`config.mk`:
```
export PLATFORM = sky130hd
export DESIGN_NAME = uart_csr
export DESIGN_NICKNAME = d
export VERILOG_FILES = /design/src/rtl/uart_csr_pkg.sv /design/src/rtl/uart_csr_transceiver.sv /design/src/rtl/uart_csr.sv
export SDC_FILE = /design/constraint.sdc
export NUM_CORES = 1
export LEC_CHECK = 0
export ABC_CLOCK_PERIOD_IN_PS = 2910
export BUFFER_PORTS_ARGS = -buffer_cell sky130_fd_sc_hd__buf_2
export CORE_AREA = 2 2 74 146
export CTS_CLUSTER_DIAMETER = 30
export DETAILED_ROUTE_END_ITERATION = 6
export DIE_AREA = 0 0 76 148
export PLACE_DENSITY = 0.75
export SYNTH_ARGS = -nofsm -noshare
export SYNTH_HDL_FRONTEND = slang
export SYNTH_SLANG_ARGS = --single-unit
```
`constraint.sdc`:
```
create_clock -name sys_clk -period 2.91 [get_ports sys_clk]
set_clock_uncertainty 0.1 [all_clocks]
set_input_delay 0.1455 -clock sys_clk [delete_from_list [all_inputs] [get_ports sys_clk]]
set_output_delay 0.1455 -clock sys_clk [all_outputs]
set_load 0.01 [all_outputs]
```
`src/rtl/uart_csr_pkg.sv`:
```
// Shared definitions for the UART CSR block: register offsets, bit positions
// inside STAT/CTRL/DEBUG, datapath widths and the reset divisor calculation.
package uart_csr_pkg;

  localparam int unsigned DIV_W  = 16;
  localparam int unsigned DATA_W = 8;
  localparam int unsigned CSR_W  = 32;

  // Register offsets, decoded from csr_a[2:0]
  localparam logic [2:0] REG_RXTX    = 3'd0;
  localparam logic [2:0] REG_DIVISOR = 3'd1;
  localparam logic [2:0] REG_STAT    = 3'd2;
  localparam logic [2:0] REG_CTRL    = 3'd3;
  localparam logic [2:0] REG_DEBUG   = 3'd4;

  // STAT bits
  localparam int unsigned STAT_THRE   = 0;
  localparam int unsigned STAT_RX_EVT = 1;
  localparam int unsigned STAT_TX_EVT = 2;

  // CTRL bits
  localparam int unsigned CTRL_RX_INT = 0;
  localparam int unsigned CTRL_TX_INT = 1;
  localparam int unsigned CTRL_THRU   = 2;

  // DEBUG bits
  localparam int unsigned DEBUG_BREAK_EN = 0;

  // Reset divisor: sys_clk cycles per 16x oversampling tick, truncated
  function automatic logic [DIV_W-1:0] default_divisor(input int unsigned clk_hz,
                                                       input int unsigned baud_bps);
    return DIV_W'(clk_hz / (32'd16 * baud_bps));
  endfunction

endpackage

```
`src/rtl/uart_csr_transceiver.sv`:
```
// uart_transceiver: 16x baud tick generator plus 8N1 receiver and transmitter.
// Ports:
//   sys_clk, sys_rst   clock and synchronous active-high reset
//   divisor            sys_clk cycles per oversampling tick
//   break_en           report all-zero frames with a low stop bit as a break
//   rx                 asynchronous serial input
//   rx_sync            rx after the two-flop synchronizer
//   rx_data/rx_done    received byte and one-cycle valid-frame pulse
//   rx_break           one-cycle line-break pulse
//   tx_start/tx_data   start a transmission of tx_data (only honoured when idle)
//   tx_line            serial output (idle high)
//   tx_done            one-cycle pulse at the end of the stop bit
module uart_transceiver
  import uart_csr_pkg::*;
(
  input  logic              sys_clk,
  input  logic              sys_rst,
  input  logic [DIV_W-1:0]  divisor,
  input  logic              break_en,
  input  logic              rx,
  output logic              rx_sync,
  output logic [DATA_W-1:0] rx_data,
  output logic              rx_done,
  output logic              rx_break,
  input  logic              tx_start,
  input  logic [DATA_W-1:0] tx_data,
  output logic              tx_line,
  output logic              tx_done
);

  localparam logic [1:0] ST_IDLE  = 2'd0;
  localparam logic [1:0] ST_START = 2'd1;
  localparam logic [1:0] ST_DATA  = 2'd2;
  localparam logic [1:0] ST_STOP  = 2'd3;

  localparam logic [3:0] MID_TICK  = 4'd7;
  localparam logic [3:0] LAST_TICK = 4'd15;
  localparam logic [2:0] LAST_BIT  = 3'd7;

  // Two-flop synchronizer for the asynchronous input
  logic rx_meta;
  always_ff @(posedge sys_clk) begin
    if (sys_rst) begin
      rx_meta <= 1'b1;
      rx_sync <= 1'b1;
    end else begin
      rx_meta <= rx;
      rx_sync <= rx_meta;
    end
  end

  // Oversampling tick; the >= compare tolerates a divisor lowered mid-count
  logic [DIV_W-1:0] tick_cnt;
  logic             tick_c;
  assign tick_c = ({1'b0, tick_cnt} + (DIV_W+1)'(1)) >= {1'b0, divisor};

  always_ff @(posedge sys_clk) begin
    if (sys_rst) tick_cnt <= '0;
    else if (tick_c) tick_cnt <= '0;
    else tick_cnt <= tick_cnt + DIV_W'(1);
  end

  // ---------------------------------------------------------------- receiver
  logic [1:0]        rx_state, rx_state_nxt;
  logic [3:0]        rx_cnt, rx_cnt_nxt;
  logic [2:0]        rx_bits, rx_bits_nxt;
  logic [DATA_W-1:0] rx_shift, rx_shift_nxt;
  logic [DATA_W-1:0] rx_data_nxt;
  logic              rx_done_nxt, rx_break_nxt;
  logic              rx_wait_high, rx_wait_high_nxt;

  always_ff @(posedge sys_clk) begin
    if (sys_rst) begin
      rx_state     <= ST_IDLE;
      rx_cnt       <= '0;
      rx_bits      <= '0;
      rx_shift     <= '0;
      rx_data      <= '0;
      rx_done      <= 1'b0;
      rx_break     <= 1'b0;
      rx_wait_high <= 1'b0;
    end else begin
      rx_state     <= rx_state_nxt;
      rx_cnt       <= rx_cnt_nxt;
      rx_bits      <= rx_bits_nxt;
      rx_shift     <= rx_shift_nxt;
      rx_data      <= rx_data_nxt;
      rx_done      <= rx_done_nxt;
      rx_break     <= rx_break_nxt;
      rx_wait_high <= rx_wait_high_nxt;
    end
  end

  // RX next state: start validated at mid-bit, data/stop sampled every 16 ticks
  always_comb begin
    rx_state_nxt     = rx_state;
    rx_cnt_nxt       = rx_cnt;
    rx_bits_nxt      = rx_bits;
    rx_shift_nxt     = rx_shift;
    rx_data_nxt      = rx_data;
    rx_done_nxt      = 1'b0;
    rx_break_nxt     = 1'b0;
    rx_wait_high_nxt = rx_wait_high;

    // After a framing error no start bit is accepted until the line idles high
    if (rx_wait_high && rx_sync) rx_wait_high_nxt = 1'b0;

    case (rx_state)
      ST_IDLE: begin
        if (tick_c && !rx_sync && !rx_wait_high) begin
          rx_state_nxt = ST_START;
          rx_cnt_nxt   = '0;
        end
      end
      ST_START: begin
        if (tick_c) begin
          if (rx_cnt == MID_TICK) begin
            rx_cnt_nxt  = '0;
            rx_bits_nxt = '0;
            // A start bit that is high again at mid-bit was a glitch
            rx_state_nxt = rx_sync ? ST_IDLE : ST_DATA;
          end else begin
            rx_cnt_nxt = rx_cnt + 4'd1;
          end
        end
      end
      ST_DATA: begin
        if (tick_c) begin
          if (rx_cnt == LAST_TICK) begin
            rx_cnt_nxt   = '0;
            rx_shift_nxt = {rx_sync, rx_shift[DATA_W-1:1]};
            rx_bits_nxt  = rx_bits + 3'd1;
            if (rx_bits == LAST_BIT) rx_state_nxt = ST_STOP;
          end else begin
            rx_cnt_nxt = rx_cnt + 4'd1;
          end
        end
      end
      ST_STOP: begin
        if (tick_c) begin
          if (rx_cnt == LAST_TICK) begin
            rx_cnt_nxt   = '0;
            rx_state_nxt = ST_IDLE;
            if (rx_sync) begin
              rx_data_nxt = rx_shift;
              rx_done_nxt = 1'b1;
            end else begin
              rx_wait_high_nxt = 1'b1;
              rx_break_nxt     = break_en && (rx_shift == '0);
            end
          end else begin
            rx_cnt_nxt = rx_cnt + 4'd1;
          end
        end
      end
      default: rx_state_nxt = ST_IDLE;
    endcase
  end

  // ------------------------------------------------------------- transmitter
  logic [1:0]        tx_state, tx_state_nxt;
  logic [3:0]        tx_cnt, tx_cnt_nxt;
  logic [2:0]        tx_bits, tx_bits_nxt;
  logic [DATA_W-1:0] tx_shift, tx_shift_nxt;
  logic              tx_line_nxt, tx_done_nxt;

  always_ff @(posedge sys_clk) begin
    if (sys_rst) begin
      tx_state <= ST_IDLE;
      tx_cnt   <= '0;
      tx_bits  <= '0;
      tx_shift <= '0;
      tx_line  <= 1'b1;
      tx_done  <= 1'b0;
    end else begin
      tx_state <= tx_state_nxt;
      tx_cnt   <= tx_cnt_nxt;
      tx_bits  <= tx_bits_nxt;
      tx_shift <= tx_shift_nxt;
      tx_line  <= tx_line_nxt;
      tx_done  <= tx_done_nxt;
    end
  end

  // TX next state: each bit lasts 16 ticks, LSB first
  always_comb begin
    tx_state_nxt = tx_state;
    tx_cnt_nxt   = tx_cnt;
    tx_bits_nxt  = tx_bits;
    tx_shift_nxt = tx_shift;
    tx_line_nxt  = tx_line;
    tx_done_nxt  = 1'b0;

    case (tx_state)
      ST_IDLE: begin
        tx_line_nxt = 1'b1;
        if (tx_start) begin
          tx_shift_nxt = tx_data;
          tx_line_nxt  = 1'b0;
          tx_cnt_nxt   = '0;
          tx_state_nxt = ST_START;
        end
      end
      ST_START: begin
        if (tick_c) begin
          if (tx_cnt == LAST_TICK) begin
            tx_cnt_nxt   = '0;
            tx_bits_nxt  = '0;
            tx_line_nxt  = tx_shift[0];
            tx_shift_nxt = {1'b0, tx_shift[DATA_W-1:1]};
            tx_state_nxt = ST_DATA;
          end else begin
            tx_cnt_nxt = tx_cnt + 4'd1;
          end
        end
      end
      ST_DATA: begin
        if (tick_c) begin
          if (tx_cnt == LAST_TICK) begin
            tx_cnt_nxt = '0;
            if (tx_bits == LAST_BIT) begin
              tx_line_nxt  = 1'b1;
              tx_state_nxt = ST_STOP;
            end else begin
              tx_line_nxt  = tx_shift[0];
              tx_shift_nxt = {1'b0, tx_shift[DATA_W-1:1]};
              tx_bits_nxt  = tx_bits + 3'd1;
            end
          end else begin
            tx_cnt_nxt = tx_cnt + 4'd1;
          end
        end
      end
      ST_STOP: begin
        if (tick_c) begin
          if (tx_cnt == LAST_TICK) begin
            tx_cnt_nxt   = '0;
            tx_done_nxt  = 1'b1;
            tx_state_nxt = ST_IDLE;
          end else begin
            tx_cnt_nxt = tx_cnt + 4'd1;
          end
        end
      end
      default: tx_state_nxt = ST_IDLE;
    endcase
  end

endmodule

```
`src/rtl/uart_csr.sv`:
```
// uart_csr: CSR-mapped 8N1 UART with interrupt, loop-through and break detect.
// Ports:
//   sys_clk, sys_rst   clock and synchronous active-high reset
//   csr_a              [13:10] bank select, [2:0] register offset
//   csr_we, csr_di     single-cycle write strobe and write data
//   csr_do             registered read data (0 when the bank is not selected)
//   irq                registered level interrupt
//   uart_rx, uart_tx   serial input / output, both idle high
//   rx_break           one-cycle pulse on a detected line break
module uart_csr
  import uart_csr_pkg::*;
#(
  parameter logic [3:0]  csr_addr         = 4'h0,
  parameter int unsigned clk_freq         = 100000000,
  parameter int unsigned baud             = 115200,
  parameter logic        break_en_default = 1'b0
) (
  input  logic             sys_clk,
  input  logic             sys_rst,
  input  logic [13:0]      csr_a,
  input  logic             csr_we,
  input  logic [CSR_W-1:0] csr_di,
  output logic [CSR_W-1:0] csr_do,
  output logic             irq,
  input  logic             uart_rx,
  output logic             uart_tx,
  output logic             rx_break
);

  localparam logic [DIV_W-1:0] DIV_RESET = default_divisor(clk_freq, baud);

  logic [DIV_W-1:0]  divisor, divisor_nxt;
  logic              thre, thre_nxt;
  logic              rx_evt, rx_evt_nxt;
  logic              tx_evt, tx_evt_nxt;
  logic              rx_int, rx_int_nxt;
  logic              tx_int, tx_int_nxt;
  logic              thru, thru_nxt;
  logic              break_en, break_en_nxt;
  logic              irq_nxt;

  logic              rx_sync, rx_done, tx_line, tx_done;
  logic [DATA_W-1:0] rx_data;

  // Address decode
  logic       bank_sel_c, wr_c, tx_start_c;
  logic [2:0] reg_idx_c;
  assign bank_sel_c = (csr_a[13:10] == csr_addr);
  assign reg_idx_c  = csr_a[2:0];
  assign wr_c       = csr_we && bank_sel_c;
  // A write to RXTX while the transmitter holds a byte is dropped
  assign tx_start_c = wr_c && (reg_idx_c == REG_RXTX) && thre;

  logic unused_c;
  assign unused_c = ^{csr_a[9:3], csr_di[CSR_W-1:DIV_W]};

  uart_transceiver u_xcvr (
    .sys_clk  (sys_clk),
    .sys_rst  (sys_rst),
    .divisor  (divisor),
    .break_en (break_en),
    .rx       (uart_rx),
    .rx_sync  (rx_sync),
    .rx_data  (rx_data),
    .rx_done  (rx_done),
    .rx_break (rx_break),
    .tx_start (tx_start_c),
    .tx_data  (csr_di[DATA_W-1:0]),
    .tx_line  (tx_line),
    .tx_done  (tx_done)
  );

  // Register updates; hardware event sets are applied last so they win over clears
  always_comb begin
    divisor_nxt  = divisor;
    thre_nxt     = thre;
    rx_evt_nxt   = rx_evt;
    tx_evt_nxt   = tx_evt;
    rx_int_nxt   = rx_int;
    tx_int_nxt   = tx_int;
    thru_nxt     = thru;
    break_en_nxt = break_en;

    if (wr_c) begin
      case (reg_idx_c)
        REG_DIVISOR: divisor_nxt = csr_di[DIV_W-1:0];
        REG_STAT: begin
          if (csr_di[STAT_RX_EVT]) rx_evt_nxt = 1'b0;
          if (csr_di[STAT_TX_EVT]) tx_evt_nxt = 1'b0;
        end
        REG_CTRL: begin
          rx_int_nxt = csr_di[CTRL_RX_INT];
          tx_int_nxt = csr_di[CTRL_TX_INT];
          thru_nxt   = csr_di[CTRL_THRU];
        end
        REG_DEBUG: break_en_nxt = csr_di[DEBUG_BREAK_EN];
        default: ;
      endcase
    end

    if (tx_start_c) thre_nxt = 1'b0;
    if (tx_done) begin
      thre_nxt   = 1'b1;
      tx_evt_nxt = 1'b1;
    end
    if (rx_done) rx_evt_nxt = 1'b1;

    // Built from next values so irq tracks STAT/CTRL writes one cycle later
    irq_nxt = (rx_evt_nxt && rx_int_nxt) || (tx_evt_nxt && tx_int_nxt);
  end

  // Read mux
  logic [CSR_W-1:0] rd_data_c;
  always_comb begin
    rd_data_c = '0;
    case (reg_idx_c)
      REG_RXTX:    rd_data_c[DATA_W-1:0] = rx_data;
      REG_DIVISOR: rd_data_c[DIV_W-1:0]  = divisor;
      REG_STAT: begin
        rd_data_c[STAT_THRE]   = thre;
        rd_data_c[STAT_RX_EVT] = rx_evt;
        rd_data_c[STAT_TX_EVT] = tx_evt;
      end
      REG_CTRL: begin
        rd_data_c[CTRL_RX_INT] = rx_int;
        rd_data_c[CTRL_TX_INT] = tx_int;
        rd_data_c[CTRL_THRU]   = thru;
      end
      REG_DEBUG: rd_data_c[DEBUG_BREAK_EN] = break_en;
      default: ;
    endcase
  end

  // State and output registers
  always_ff @(posedge sys_clk) begin
    if (sys_rst) begin
      divisor  <= DIV_RESET;
      thre     <= 1'b1;
      rx_evt   <= 1'b0;
      tx_evt   <= 1'b0;
      rx_int   <= 1'b0;
      tx_int   <= 1'b0;
      thru     <= 1'b0;
      break_en <= break_en_default;
      irq      <= 1'b0;
      csr_do   <= '0;
      uart_tx  <= 1'b1;
    end else begin
      divisor  <= divisor_nxt;
      thre     <= thre_nxt;
      rx_evt   <= rx_evt_nxt;
      tx_evt   <= tx_evt_nxt;
      rx_int   <= rx_int_nxt;
      tx_int   <= tx_int_nxt;
      thru     <= thru_nxt;
      break_en <= break_en_nxt;
      irq      <= irq_nxt;
      csr_do   <= bank_sel_c ? rd_data_c : '0;
      // Loop-through mirrors the synchronized input; the transmitter still runs
      uart_tx  <= thru ? rx_sync : tx_line;
    end
  end

endmodule

```
Word level (Yosys, flattened, before mapping). Index checks and enable logic that the tools add are counted.

Add/sub/neg operators: 6. $mul: 0. Divide/modulo/power cells: 0. $lt $le $gt $ge: 1. Equal/unequal tests: 34. Shifts and indexed selects: 0. Multiplexer cells: 77. Bitwise logic cells: 6. Reductions and logical operators: 42.

Operators with widths (number): $mux 8 (6); $mux 2 (17); $ne 2x1->1 const B (17); $mux 4 (8); $mux 3 (9); $mux 1 (26); $pmux 2 s4 (3); $pmux 8 s3 (1); $add 16x1->17 const B (1); $ge 17x16->1 (1); $add 16x1->16 const B (1); $reduce_and 8->1 (2); $pmux 3 s2 (2); $pmux 4 s3 (1); $pmux 5 s2 (1); $reduce_and 5->1 (2); $eq 3x3->1 const B (3); $logic_and 1x1->1 (9); $reduce_or 3->1 (3); $add 4x1->4 const B (2); $eq 2x2->1 const B (4); $eq 4x4->1 const B (2); $logic_not 8->1 (1); $pmux 4 s2 (1); other kinds (24) (43).

Bits in registers: 122. Latch bits: 0. Memory bits (writable): 0. ROM bits: 0. Bits of input ports: 50. Memories kept: 0.

Depth between registers and ports, before layout. Gate-level depths: netlist of the first run.

Word-level depth: 6. Gate-level depth with buffers: 15. Depth with buffers taken out: 13.

Modules after synthesis. Synthesis of the first run repeated with hierarchy kept, for this count alone.

Cell total of the unflattened synthesis: 595. Area total of the unflattened synthesis: 5262.5 um2.

Modules (own cells, without submodules): uart_transceiver (times used 1, cells each 410, area each 3527.1 um2, seq. area each 1301.2 um2); uart_csr (times used 1, cells each 185, area each 1735.4 um2, seq. area each 820.8 um2).

Worst setup path after synthesis of the first run. No wires, ideal clock.

Path type: flip-flop to flip-flop. From: register u_xcvr.tick_cnt[0]. To: register u_xcvr.tx_shift[6]. Library setup time: 0.088 ns. Arrival: 2.970 ns. Data required time: 2.722 ns. Path slack: -0.249 ns. Cell stages (with the launch flop): 15. Path buffers: 1. Cell sequence: dfxtp_1 > ha_1 > nand3_1 > nor3_2 > nand3_1 > xnor2_1 > ha_1 > nand3_1 > nor2_1 > nand3_1 > o211a_2 > o31ai_4 > bufbuf_8 > a21oi_2 > a311oi_2.

Cells in the longest elaborated chain, start to end: 4. Elaborated cells between the ends (all ways): 5.

Ends and longest elaborated chain: start, declared (line uart_csr_transceiver.sv:53) `logic [DIV_W-1:0] tick_cnt;`; start signal, assigned (line uart_csr_transceiver.sv:60) `else tick_cnt <= tick_cnt + DIV_W'(1);`; $add 16x1->17 * (line uart_csr_transceiver.sv:55) `assign tick_c = ({1'b0, tick_cnt} + (DIV_W+1)'(1)) >= {1'b0, divisor};`; $ge 17x16->1 * (line uart_csr_transceiver.sv:55); $ne 2x1->1 (no source line); $reduce_and 7->1 (no source line) *; end signal, assigned (line uart_csr_transceiver.sv:179) `tx_shift <= tx_shift_nxt;`; end, declared (line uart_csr_transceiver.sv:164) `logic [DATA_W-1:0] tx_shift, tx_shift_nxt;`.

Mark *: on every way between the ends. The rest lies on a longest branch, timed or not. A chain may end at the register's enable or synchronous reset.

Final worst setup path of the first run.
From: register u_xcvr.tick_cnt[1]. To: register u_xcvr.tx_shift[5].

The elaborated chain is that of the path after synthesis.

==> results of run 1 <==
==> worst max path at each step <==
| stage | end | slack, ps | startpoint | cells after the start |
|---|---|---|---|---|
| 6_report | u_xcvr.tx_shift[5]$_SDFFE_PP0P_ | -410 | u_xcvr.tick_cnt[1]$_SDFF_PP0_ | 15 |
| 5_1_grt | u_xcvr.tx_shift[5]$_SDFFE_PP0P_ | -490 | u_xcvr.tick_cnt[1]$_SDFF_PP0_ | 15 |
| 4_1_cts | u_xcvr.tx_shift[5]$_SDFFE_PP0P_ | -220 | u_xcvr.tick_cnt[7]$_SDFF_PP0_ | 15 |
| 3_5_place_dp | u_xcvr.tx_shift[2]$_SDFFE_PP0P_ | -280 | u_xcvr.tick_cnt[0]$_SDFF_PP0_ | 15 |
| 3_3_place_gp | u_xcvr.rx_cnt[3]$_SDFFE_PP0P_ | -180 | u_xcvr.tick_cnt[0]$_SDFF_PP0_ | 14 |
| 2_1_floorplan | u_xcvr.tx_shift[7]$_SDFFE_PP0P_ | -40 | u_xcvr.tick_cnt[0]$_SDFF_PP0_ | 13 |
==> flip-flops by register name (all words and copies together), names as in the netlist, 2 cells and up, named ones only <==
register / flops
u_xcvr.rx_bits: 3
u_xcvr.rx_data: 8
u_xcvr.tx_shift: 8
u_xcvr.rx_shift: 8
u_xcvr.tx_bits: 3
u_xcvr.tx_cnt: 4
u_xcvr.rx_cnt: 4
u_xcvr.tick_cnt: 16
u_xcvr.tx_state: 2
csr_do: 16
divisor: 16
==> logic make-up (layout without fill, tap and decap cells) <==
group	after synthesis	in the layout	share of synthesized area, %
compound gates	90	90	12.4
xor+xnor	15	15	2.60
fa+ha+maj	27	27	6.67
buf+inv	66	159	7.07
flops	106	106	41.9
mux	39	39	8.45
other cells	1	16	0.0741
simple gates	208	208	20.8
==> final cells by class <==
type	instances	share of cell area (%)
Clock buffer	9	3.35
Clock inverter	7	1.21
Inverter	23	1.28
Multi-Input combinational cell	395	46.1
Sequential cell	106	31.8
Tap cell	135	2.51
Timing Repair Buffer	120	13.8
==> metrics by stage <==
stage	util (%)	hold slack, ps	cells	total power, W	cell area (um2)
4_1_cts	65.3	6.64	790	0.00324	6580
5_1_grt	66.7	12.1	795	0.00336	6720
2_1_floorplan	-	149	567	0.00182	5180
3_3_place_gp	55.9	229	742	0.00189	5630
3_5_place_dp	55.9	230	742	0.00190	5630
6_report	66.7	17.1	795	0.00323	6720
==> what timing repair did <==
item | in CTS | in global routing
endpoints found under the setup margin | 60 | 62
hold buffers | 14 | 0
setup buffers | 18 | 8
pin swaps | 40 | 34
cloned | 1 | 0
gates resized for setup | 69 | 31
hold endpoints to repair | 14 | 0
==> critical path, stage by stage (launching register included) <==
cell	delay (ps)
dfxtp_2	360
ha_4	150
nand3_4	90
nor3_4	210
nand4_1	200
xnor2_2	200
ha_1	350
nand2_2	90
nor2_4	140
nand3_2	90
buf_6	130
o211a_4	270
a211oi_4	290
buf_6	190
a21oi_1	80
a311oi_1	260
==> per-layer routing <==
layer	part of all wire (%)	GRT usage, %
met4	8.6	19.6
met3	3.3	3.60
met5	0	0
met1	36	24.1
met2	52	43.8
==> power by group <==
| part | total (W) | switching, W | internal (W) | leakage [nW] |
|---|---|---|---|---|
| logic | 0.000441 | 0.000243 | 0.000199 | 1.91 |
| registers | 0.00153 | 0.0000371 | 0.00149 | 0.859 |
| clock network | 0.00126 | 0.000577 | 0.000683 | 0.153 |
==> cells in the final DEF (no fill, tap or decap), types with 6 or more instances in the layout <==
cell,instances
a21oi_1,26
a21oi_2,7
and2_1,8
and3_1,18
buf_2,45
buf_4,40
buf_6,17
clkbuf_16,9
conb_1,16
dfxtp_1,98
dfxtp_2,7
dlygate4sd3_1,14
ha_1,22
inv_1,23
mux2i_1,34
nand2_1,46
nand2_2,6
nand3_1,10
nand3_2,6
nand4_1,8
nor2_1,52
nor3b_1,6
o211ai_1,6
o21ai_0,6
==> run_results.csv, run 1 <==
group,metric,value,unit
timing,period_needed,3320,ps
timing,worst_slew_pin_slew,917,ps
global_routing,grt_overflow,0,
synth,ys_seq_area_share,41.9,%
synth,synth-edff-count,0,
detailed_routing,antenna_left,0,
critical_path,crit_path_end_kind,"flop",
placed_design,place_ws,-276,ps
timing,slew_violations,0,
timing,finalCritPeriodShare,114,%
critical_path,cp.arrival,3460,ps
outcome,status,"finished, violations left",
clocking,clock_latency,360,ps
synth,yosys.cell_types.count,70,
synth,ys_warn_count,0,
timing,rsz0062_at_grt,"yes",
timing,slew_headroom,38.8,%
layout,drive_above_1_share,32.0,%
synth,ys_top_cells_by_area,"dfxtp_1 (42%), mux2i_1 (7.1%), ha_1 (6.7%), nor2_1 (4.3%), nand2_1 (4.1%)",
layout,syn2layout_area_growth,32.8,%
synth,syn-cell-area,0.00506,mm2
detailed_routing,viasPerCell,5.63,
detailed_routing,drt-wirelength-per-cell,17.2,um
synth,avgSynthCellArea,9.17,um2
clocking,ctsLongestPathBuffers,2,
critical_path,critPathKind,"reg2reg",
die,die_w,76,um
timing,fmax,302,MHz
clocking,cts_buffers,9,
critical_path,reg2reg_depth,15,
min_path,whs_path_depth,3,
synth,synth_common_cells,"dfxtp_1 (106), nor2_1 (58), nand2_1 (55)",
detailed_routing,first_pass_iters,4,
global_routing,grt_pass1_vias,4482,
global_routing,grt_pass1_wl,21400,um
global_routing,antenna_found_initial,0,
critical_path,r2r-start,"u_xcvr.tick_cnt[1]$_SDFF_PP0_",
clocking,h-tree-depth,3,
pwr,vdd_drop_max,0.355,mV
die,initial_core_util,50.2,%
min_path,holdCritStartpoint,"csr_di[2]",
die,die_h,148,um
synth,syn_inst,552,
min_path,hold_path_class,"in2reg",
clocking,cts_tree,"yes",
critical_path,timing.rr.end,"u_xcvr.tx_shift[5]$_SDFFE_PP0P_",
synth,yosys.area.top_type,"dfxtp_1",
detailed_routing,drt_wl_total,13700,um
timing,fin_tns_setup,-8470,ps
clocking,ctsRootBufferMaster,"clkbuf_16",
clocking,clock_sinks,106,
pwr,power.density,480,mW/mm2
synth,async_reset_ff_share,0,%
job,cap_violations,0,
global_routing,grt_usage,24.1,%
timing,fin_ws,-406,ps
die,die_area,0.0112,mm2
detailed_routing,vias,4479,
synth,ys.flop_type,"dfxtp_1",
die,rows,52,
layout,multi_input_area,0.00310,mm2
global_routing,grt_max_degree,48,
die,coreArea,0.0101,mm2
die,num_io_pins,85,
synth,synth.most_common_cell,"dfxtp_1",
detailed_routing,drt_iter0_markers,179,
critical_path,required,3060,ps
critical_path,r2r_slack,-410,ps
synth,synthDominantCellAreaShare,41.9,%
outcome,violations,"negative setup slack",
timing,setup_viol,45,
min_path,holdPathEnd,"divisor[2]$_SDFFE_PP1P_",
timing,finalHoldViolations,0,
layout,seq_area,0.00213,mm2
placed_design,dp_hpwl,9250,um
placed_design,gp_congestion,0.880,
layout,fillers,767,
clocking,clk_pin_slew,80,ps
critical_path,crit_path_start_kind,"flop",
critical_path,critPathMaxFanout,7,
synth,ys_ff_latch,106,
pwr,p_leak,2.92,nW
layout,nets,732,
layout,diodes,0,
placed_design,port-buffer-count,45,
detailed_routing,drc,0,
Power figures use the tool's default switching activity.
==> run 2: changes to the inputs <==
--- a/config.mk
+++ b/config.mk
@@ -5,13 +5,14 @@
 export SDC_FILE = /design/constraint.sdc
 export NUM_CORES = 1
 export LEC_CHECK = 0
+export ABC_AREA = 1
 export ABC_CLOCK_PERIOD_IN_PS = 2910
 export BUFFER_PORTS_ARGS = -buffer_cell sky130_fd_sc_hd__buf_2
-export CORE_AREA = 2 2 74 146
+export CORE_AREA = 2 2 75 148
 export CTS_CLUSTER_DIAMETER = 30
 export DETAILED_ROUTE_END_ITERATION = 6
-export DIE_AREA = 0 0 76 148
-export PLACE_DENSITY = 0.75
+export DIE_AREA = 0 0 77 150
+export PLACE_DENSITY = 0.74
 export SYNTH_ARGS = -nofsm -noshare
 export SYNTH_HDL_FRONTEND = slang
 export SYNTH_SLANG_ARGS = --single-unit
==> run 2 against run 1 <==
Net effect: the run ends with negative hold slack, negative setup slack left; global-route usage is 1.0 points lower; design area is 1.2% lower; power is 16% higher; critical endpoint is now u_xcvr.tx_cnt[0]$_SDFFE_PP0P_.
==> run_results.csv, run 2 <==
group,metric,value,unit
detailed_routing,drt_wl_total,13500,um
timing,rsz0062_at_grt,"yes",
synth,syn_inst,682,
job,cap_violations,0,
synth,ys_ff_latch,106,
timing,fmax,312,MHz
clocking,cts_buffers,9,
outcome,status,"finished, violations left",
synth,async_reset_ff_share,0,%
layout,largest_registers,"csr_do: 16 flops, divisor: 16 flops, u_xcvr.tick_cnt: 16 flops",
detailed_routing,met2_length,7550,um
timing,slew_violations,0,
min_path,hold_path_class,"in2reg",
die,initial_core_util,49.2,%
clocking,cts_tree,"yes",
clocking,h-tree-depth,3,
detailed_routing,met1_length,4830,um
placed_design,place_ws,-410,ps
timing,fin_ws,-299,ps
critical_path,crit_slowest_cell,"dfxtp_4",
pwr,power.density,566,mW/mm2
layout,seq_area,0.00213,mm2
layout,syn2layout_area_growth,28.7,%
detailed_routing,viasPerCell,5.14,
timing,setup_viol,47,
layout,diodes,0,
critical_path,critPathKind,"reg2reg",
clocking,ctsLongestPathBuffers,2,
timing,finalHoldViolations,1,
synth,ys.flop_type,"dfxtp_1",
clocking,clock_sinks,106,
timing,slew_headroom,49.7,%
synth,synthDominantCellAreaShare,41.1,%
critical_path,critPathMaxFanout,5,
die,die_w,77,um
placed_design,dp_hpwl,9520,um
synth,ys_seq_area_share,41.1,%
clocking,ctsRootBufferMaster,"clkbuf_16",
layout,drive_above_1_share,28.7,%
layout,utilization,63.4,%
critical_path,cpPeakStageDelay,370,ps
layout,final_common_cell,"dfxtp_1",
synth,synth_common_cells,"dfxtp_1 (106), nand2_1 (101), inv_1 (100)",
critical_path,crit_family,"simple AND/OR/NAND/NOR gates",
global_routing,grt_max_degree,31,
layout,multi_input_area,0.00286,mm2
timing,worst_hold_slack,-2.12,ps
global_routing,grt_pass1_wl,21100,um
detailed_routing,drt_iter0_markers,273,
synth,avgSynthCellArea,7.57,um2
critical_path,cp.arrival,3380,ps
detailed_routing,vias,4765,
synth,yosys.area.top_type,"dfxtp_1",
die,rows,53,
layout,nets,862,
critical_path,critPathBufInv,11,
die,die_area,0.0116,mm2
pwr,vdd_drop_max,0.362,mV
critical_path,crit_path_end_kind,"flop",
placed_design,port-buffer-count,45,
synth,yosys.cell_types.count,48,
critical_path,required,3080,ps
clocking,clk_pin_slew,70,ps
detailed_routing,wl_met3,428,um
die,coreArea,0.0105,mm2
global_routing,antenna_found_initial,0,
timing,fin_tns_setup,-8950,ps
synth,synth-edff-count,0,
outcome,violations,"negative hold slack, negative setup slack",
pwr,p_leak,3.00,nW
detailed_routing,first_pass_iters,5,
critical_path,cp_common_cell,"inv_2",
synth,ys_warn_count,0,
global_routing,grt_overflow,0,
die,die_h,150,um
pwr,finalPower,0.00376,W
clocking,clock_latency,350,ps
detailed_routing,antenna_left,0,
detailed_routing,highest_layer,"met4",
die,num_io_pins,85,
layout,fillers,884,
critical_path,crit_path_start_kind,"flop",
timing,worst_slew_pin_slew,747,ps
detailed_routing,drc,0,
synth,syn-cell-area,0.00516,mm2
synth,synth.most_common_cell,"dfxtp_1",
global_routing,grt_usage,23.1,%
placed_design,gp_congestion,0.874,
global_routing,grt_pass1_vias,4755,
layout,final_cell_mix,"dfxtp_1 (103), inv_1 (93), nand2_1 (86)",
timing,period_needed,3210,ps
detailed_routing,drt-wirelength-per-cell,14.5,um
timing,finalCritPeriodShare,110,%
synth,ys_top_cells_by_area,"dfxtp_1 (41%), nand2_1 (7.3%), inv_1 (7.3%), nor2_1 (7.0%), ha_1 (6.5%)",
[run 2: changes by cell type after synthesis, sizes merged, moves of 8 or more]
cell | previous run | this run
and2 | 9 | 1
nand2 | 55 | 111
inv | 23 | 107
nor2 | 58 | 106
and3 | 19 | 0
mux2i | 36 | 1
a21oi | 35 | 57
xnor2 | 9 | 1
o21ai | 11 | 54
[run 2: repair_timing]
action,CTS,global route
setup endpoints to repair,63,63
cloned,3,0
endpoints found under the hold margin,12,0
pin swaps,18,24
resized for setup,61,50
buffers inserted,10,10
hold buffers,11,0
[run 2: path summary, 6_finish.rpt]
path / start / end / slack [ps] / cells past startpoint
worst min-delay path: csr_di[6] / divisor[6]$_SDFFE_PP0P_ / -2 / 3
worst max-delay path: u_xcvr.tick_cnt[0]$_SDFF_PP0_ / u_xcvr.tx_cnt[0]$_SDFFE_PP0P_ / -300 / 25
worst min register to register: u_xcvr.rx_meta$_SDFF_PP1_ / u_xcvr.rx_sync$_SDFF_PP1_ / 310 / 1
worst max register to register: u_xcvr.tick_cnt[0]$_SDFF_PP0_ / u_xcvr.tx_cnt[0]$_SDFFE_PP0P_ / -300 / 25
[run 2: routing by layer]
| layer | vias to the layer above | global-route usage [%] |
|---|---|---|
| li1 | 2357 | - |
| met1 | 2246 | 21.6 |
| met3 | 46 | 3.32 |
| met4 | 0 | 14.1 |
| met5 | - | 0 |
| met2 | 116 | 45.8 |
[run 2: logic make-up after synthesis]
logic type | synth area share, %
fa+ha+maj | 6.55
flops | 41.1
buf+inv | 11.7
xor+xnor | 2.04
mux | 0.194
simple gates | 24.7
compound gates | 13.7
other cells | 0.0727
[run 2: final cells by class]
class,instances,area share [%]
clock buffers,9,3.39
clock inverters,7,1.22
inverters,107,6.09
multi-input cells,456,43.1
flip-flops and latches,106,32.1
well taps,137,2.58
repair buffers,105,11.6
[run 2: power by group]
group          switching [W]  total [W]  internal [W]
Sequential         0.0000518    0.00158       0.00153
Combinational       0.000568   0.000909      0.000341
Clock               0.000581    0.00127      0.000685
[run 2: worst register-to-register path, cell delays in order, from the launching register on]
cell and delay, ps:
dfxtp_4 370, nand3_4 80, nor2_4 120, inv_2 60, nor3_4 140, inv_2 80
buf_4 130, buf_4 120, buf_4 120, buf_4 120, nand2_2 60, nand2_2 60
inv_2 40, ha_1 210, nand2_1 90, inv_1 50, nand2_2 80, inv_2 40
nand2_1 70, nand3_2 100, nand2_4 110, nand3_4 120, buf_6 150, o21ai_4 180
inv_2 90, a211oi_2 250
[run 2: stage by stage]
stage | instances | cell area [um2]
floorplan | 697 | 5230
finish | 927 | 6640
global placement | 880 | 5670
CTS | 919 | 6420
detailed placement | 880 | 5670
global route | 927 | 6640
==> run 3: changes to the inputs <==
--- a/config.mk
+++ b/config.mk
@@ -12,6 +12,8 @@
 export CTS_CLUSTER_DIAMETER = 30
 export DETAILED_ROUTE_END_ITERATION = 6
 export DIE_AREA = 0 0 77 150
+export GPL_ROUTABILITY_DRIVEN = 1
+export GPL_TIMING_DRIVEN = 0
 export PLACE_DENSITY = 0.74
 export SYNTH_ARGS = -nofsm -noshare
 export SYNTH_HDL_FRONTEND = slang
==> constraint.sdc (replaced) <==
create_clock -name sys_clk -period 2.91 [get_ports sys_clk]
set_clock_uncertainty 0.1 [all_clocks]
set_input_delay 0.582 -clock sys_clk [delete_from_list [all_inputs] [get_ports sys_clk]]
set_output_delay 0.582 -clock sys_clk [all_outputs]
set_load 0.01 [all_outputs]
==> run 3 against run 2 <==
Net effect: the flow finishes with violations (negative setup slack); combinational power up 11%; count of clock-buffer cells in the layout increased by 1; fmax hardly changed; sequential share of layout area up 1.2 points; power grew 1.3%; setup slack got worse by 2.9 ps; critical path type unchanged.
==> run_results.csv, run 3 (synthesis gave the netlist of run 2 again) <==
group,metric,value,unit
global_routing,grt_max_degree,18,
layout,diodes,0,
global_routing,grt_overflow,0,
timing,finalCritPeriodShare,110,%
critical_path,crit_slowest_cell,"dfxtp_4",
global_routing,grt_pass1_wl,21500,um
timing,finalHoldViolations,0,
die,rows,53,
detailed_routing,first_pass_iters,5,
critical_path,timing.rr.end,"u_xcvr.tx_shift[4]$_SDFFE_PP0P_",
placed_design,placed_cell_area,0.00562,mm2
layout,largest_registers,"csr_do: 16 flops, divisor: 16 flops, u_xcvr.tick_cnt: 16 flops",
timing,fmax,311,MHz
clocking,h-tree-depth,3,
detailed_routing,drc,0,
layout,drive_above_1_share,26.1,%
clocking,clock_latency,350,ps
detailed_routing,drt_iter0_markers,312,
min_path,holdCritStartpoint,"uart_rx",
job,cap_violations,0,
critical_path,critPathBufInv,3,
clocking,cts_tree,"yes",
pwr,pwr-share-clk,31.9,%
die,die_w,77,um
critical_path,crit_family,"simple AND/OR/NAND/NOR gates",
die,die_area,0.0116,mm2
clocking,cts_buffers,9,
critical_path,r2r-start,"u_xcvr.tick_cnt[0]$_SDFF_PP0_",
timing,slew_headroom,51.3,%
global_routing,antenna_found_initial,0,
critical_path,cp.arrival,3400,ps
die,coreArea,0.0105,mm2
min_path,whs_path_depth,2,
layout,multi_input_area,0.00275,mm2
critical_path,crit_path_end_kind,"flop",
pwr,p_int,0.00261,W
die,initial_core_util,49.2,%
clocking,ctsRootBufferMaster,"clkbuf_16",
pwr,p_leak,2.92,nW
critical_path,cpPeakStageDelay,370,ps
layout,fillers,955,
timing,period_needed,3210,ps
clocking,clk_pin_slew,70,ps
global_routing,grt_pass1_vias,4701,
pwr,switching_power,0.00120,W
timing,fin_ws,-302,ps
placed_design,port-buffer-count,45,
critical_path,crit_path_start_kind,"flop",
layout,stdcell_area,0.00640,mm2
detailed_routing,vias,4709,
outcome,status,"finished, violations left",
critical_path,critPathMaxFanout,6,
timing,rsz0062_at_grt,"yes",
layout,nets,853,
layout,syn2layout_area_growth,24.0,%
critical_path,critPathKind,"reg2reg",
critical_path,required,3100,ps
layout,final_common_cell,"dfxtp_1",
detailed_routing,drt_wl_total,13300,um
clocking,clock_sinks,106,
die,die_h,150,um
detailed_routing,viasPerCell,5.13,
die,num_io_pins,85,
pwr,power.density,595,mW/mm2
pwr,combinationalPowerShare,26.5,%
timing,setup_viol,56,
min_path,holdPathEnd,"u_xcvr.rx_meta$_SDFF_PP1_",
detailed_routing,drt-wirelength-per-cell,14.4,um
pwr,swShare,31.5,%
critical_path,crit_path_start,"u_xcvr.tick_cnt[0]$_SDFF_PP0_",
critical_path,crit_chain,"ha_2, nand2_2, nor2_4, nand3_4, or2_4, xor2_2, inv_2, ha_4, nand2_1, inv_2, nand2_2, nor2_1, nand2_1, nand3_2, nand2_2, nand3_4, nand2_4, nand2_4, nand4_4, buf_6, nand2_1, nand2_1, nor2_1",
critical_path,reg2reg_depth,23,
timing,worst_slew_pin_slew,730,ps
clocking,ctsLongestPathBuffers,2,
layout,seq_area,0.00213,mm2
timing,slew_violations,0,
global_routing,grt_usage,23.5,%
placed_design,gp_congestion,0.940,
layout,final_cell_mix,"dfxtp_1 (103), inv_1 (95), nand2_1 (92)",
timing,fin_tns_setup,-8780,ps
detailed_routing,antenna_left,0,
pwr,vdd_drop_max,0.321,mV
min_path,hold_path_class,"in2reg",
critical_path,cp_common_cell,"nand2_1",
outcome,violations,"negative setup slack",
pwr,power_frac_seq,41.6,%
critical_path,r2r_slack,-300,ps
placed_design,dp_hpwl,9580,um
==> run 3: worst max-delay path by stage <==
stage / to / slack [ps] / cells after the start
2_1_floorplan: u_xcvr.rx_data[6]$_SDFFE_PP0P_ / 10 / 26
3_3_place_gp: u_xcvr.tick_cnt[1]$_SDFF_PP0_ / -740 / 22
3_5_place_dp: u_xcvr.tick_cnt[1]$_SDFF_PP0_ / -800 / 22
4_1_cts: flop / -310 / 27
5_1_grt: u_xcvr.tx_shift[4]$_SDFFE_PP0P_ / -520 / 27
6_report: u_xcvr.tx_shift[4]$_SDFFE_PP0P_ / -300 / 23
==> run 3: worst register-to-register path, cell delays in order (launching register included) <==
cell,delay [ps]
dfxtp_4,370
ha_2,190
nand2_2,70
nor2_4,160
nand3_4,130
or2_4,260
xor2_2,170
inv_2,60
ha_4,260
nand2_1,60
inv_2,70
nand2_2,70
nor2_1,100
nand2_1,100
nand3_2,80
nand2_2,70
nand3_4,150
nand2_4,80
nand2_4,90
nand4_4,130
buf_6,180
nand2_1,60
nand2_1,60
nor2_1,100
==> run 3: power by group through the flow <==
stage / clock (W) / combinational, W / sequential, W
after global placement: 0 / 0.000722 / 0.00161
after global routing: 0.00128 / 0.00111 / 0.00159
after detailed placement: 0 / 0.000740 / 0.00161
final: 0.00121 / 0.00101 / 0.00158
after floorplan: 0 / 0.000586 / 0.00160
after CTS: 0.00122 / 0.000874 / 0.00158
==> run 3: what timing repair did <==
| action | CTS | global route |
|---|---|---|
| resized for setup | 56 | 34 |
| setup buffers | 13 | 6 |
| gates cloned | 4 | 0 |
| hold buffers | 0 | 0 |
| setup endpoints to repair | 63 | 63 |
| pin swaps | 19 | 13 |
==> run 3: cell type report <==
class                      count  share of cell area (%)
buffer                        31                    3.58
clock buffer                  10                    3.58
multi-input combinational    454                    43.0
clock inverter                 6                    1.02
tap                          137                    2.68
sequential                   106                    33.3
timing repair buffer          67                    6.51
inverter                     107                    6.35
==> run 3: through the flow <==
stage                     setup WS (ps)  total power (W)  hold WS (ps)  utilization [%]  cells
after floorplan                    10.3          0.00219           289                -    697
after global placement             -736          0.00233           301             53.7    879
after detailed placement           -798          0.00235           303             53.7    879
after CTS                          -306          0.00368           319             59.4    912
after global routing               -521          0.00398           329             61.1    918
final                              -302          0.00381           312             61.1    918
==> run 3: per-layer routing <==
metal	global-route usage, %	up-vias	part of all wire, %
li1	-	2335	-
met1	22.2	2209	34
met2	47.9	125	58
met3	3.86	40	4.1
met4	10.5	0	3.9
met5	0	-	0
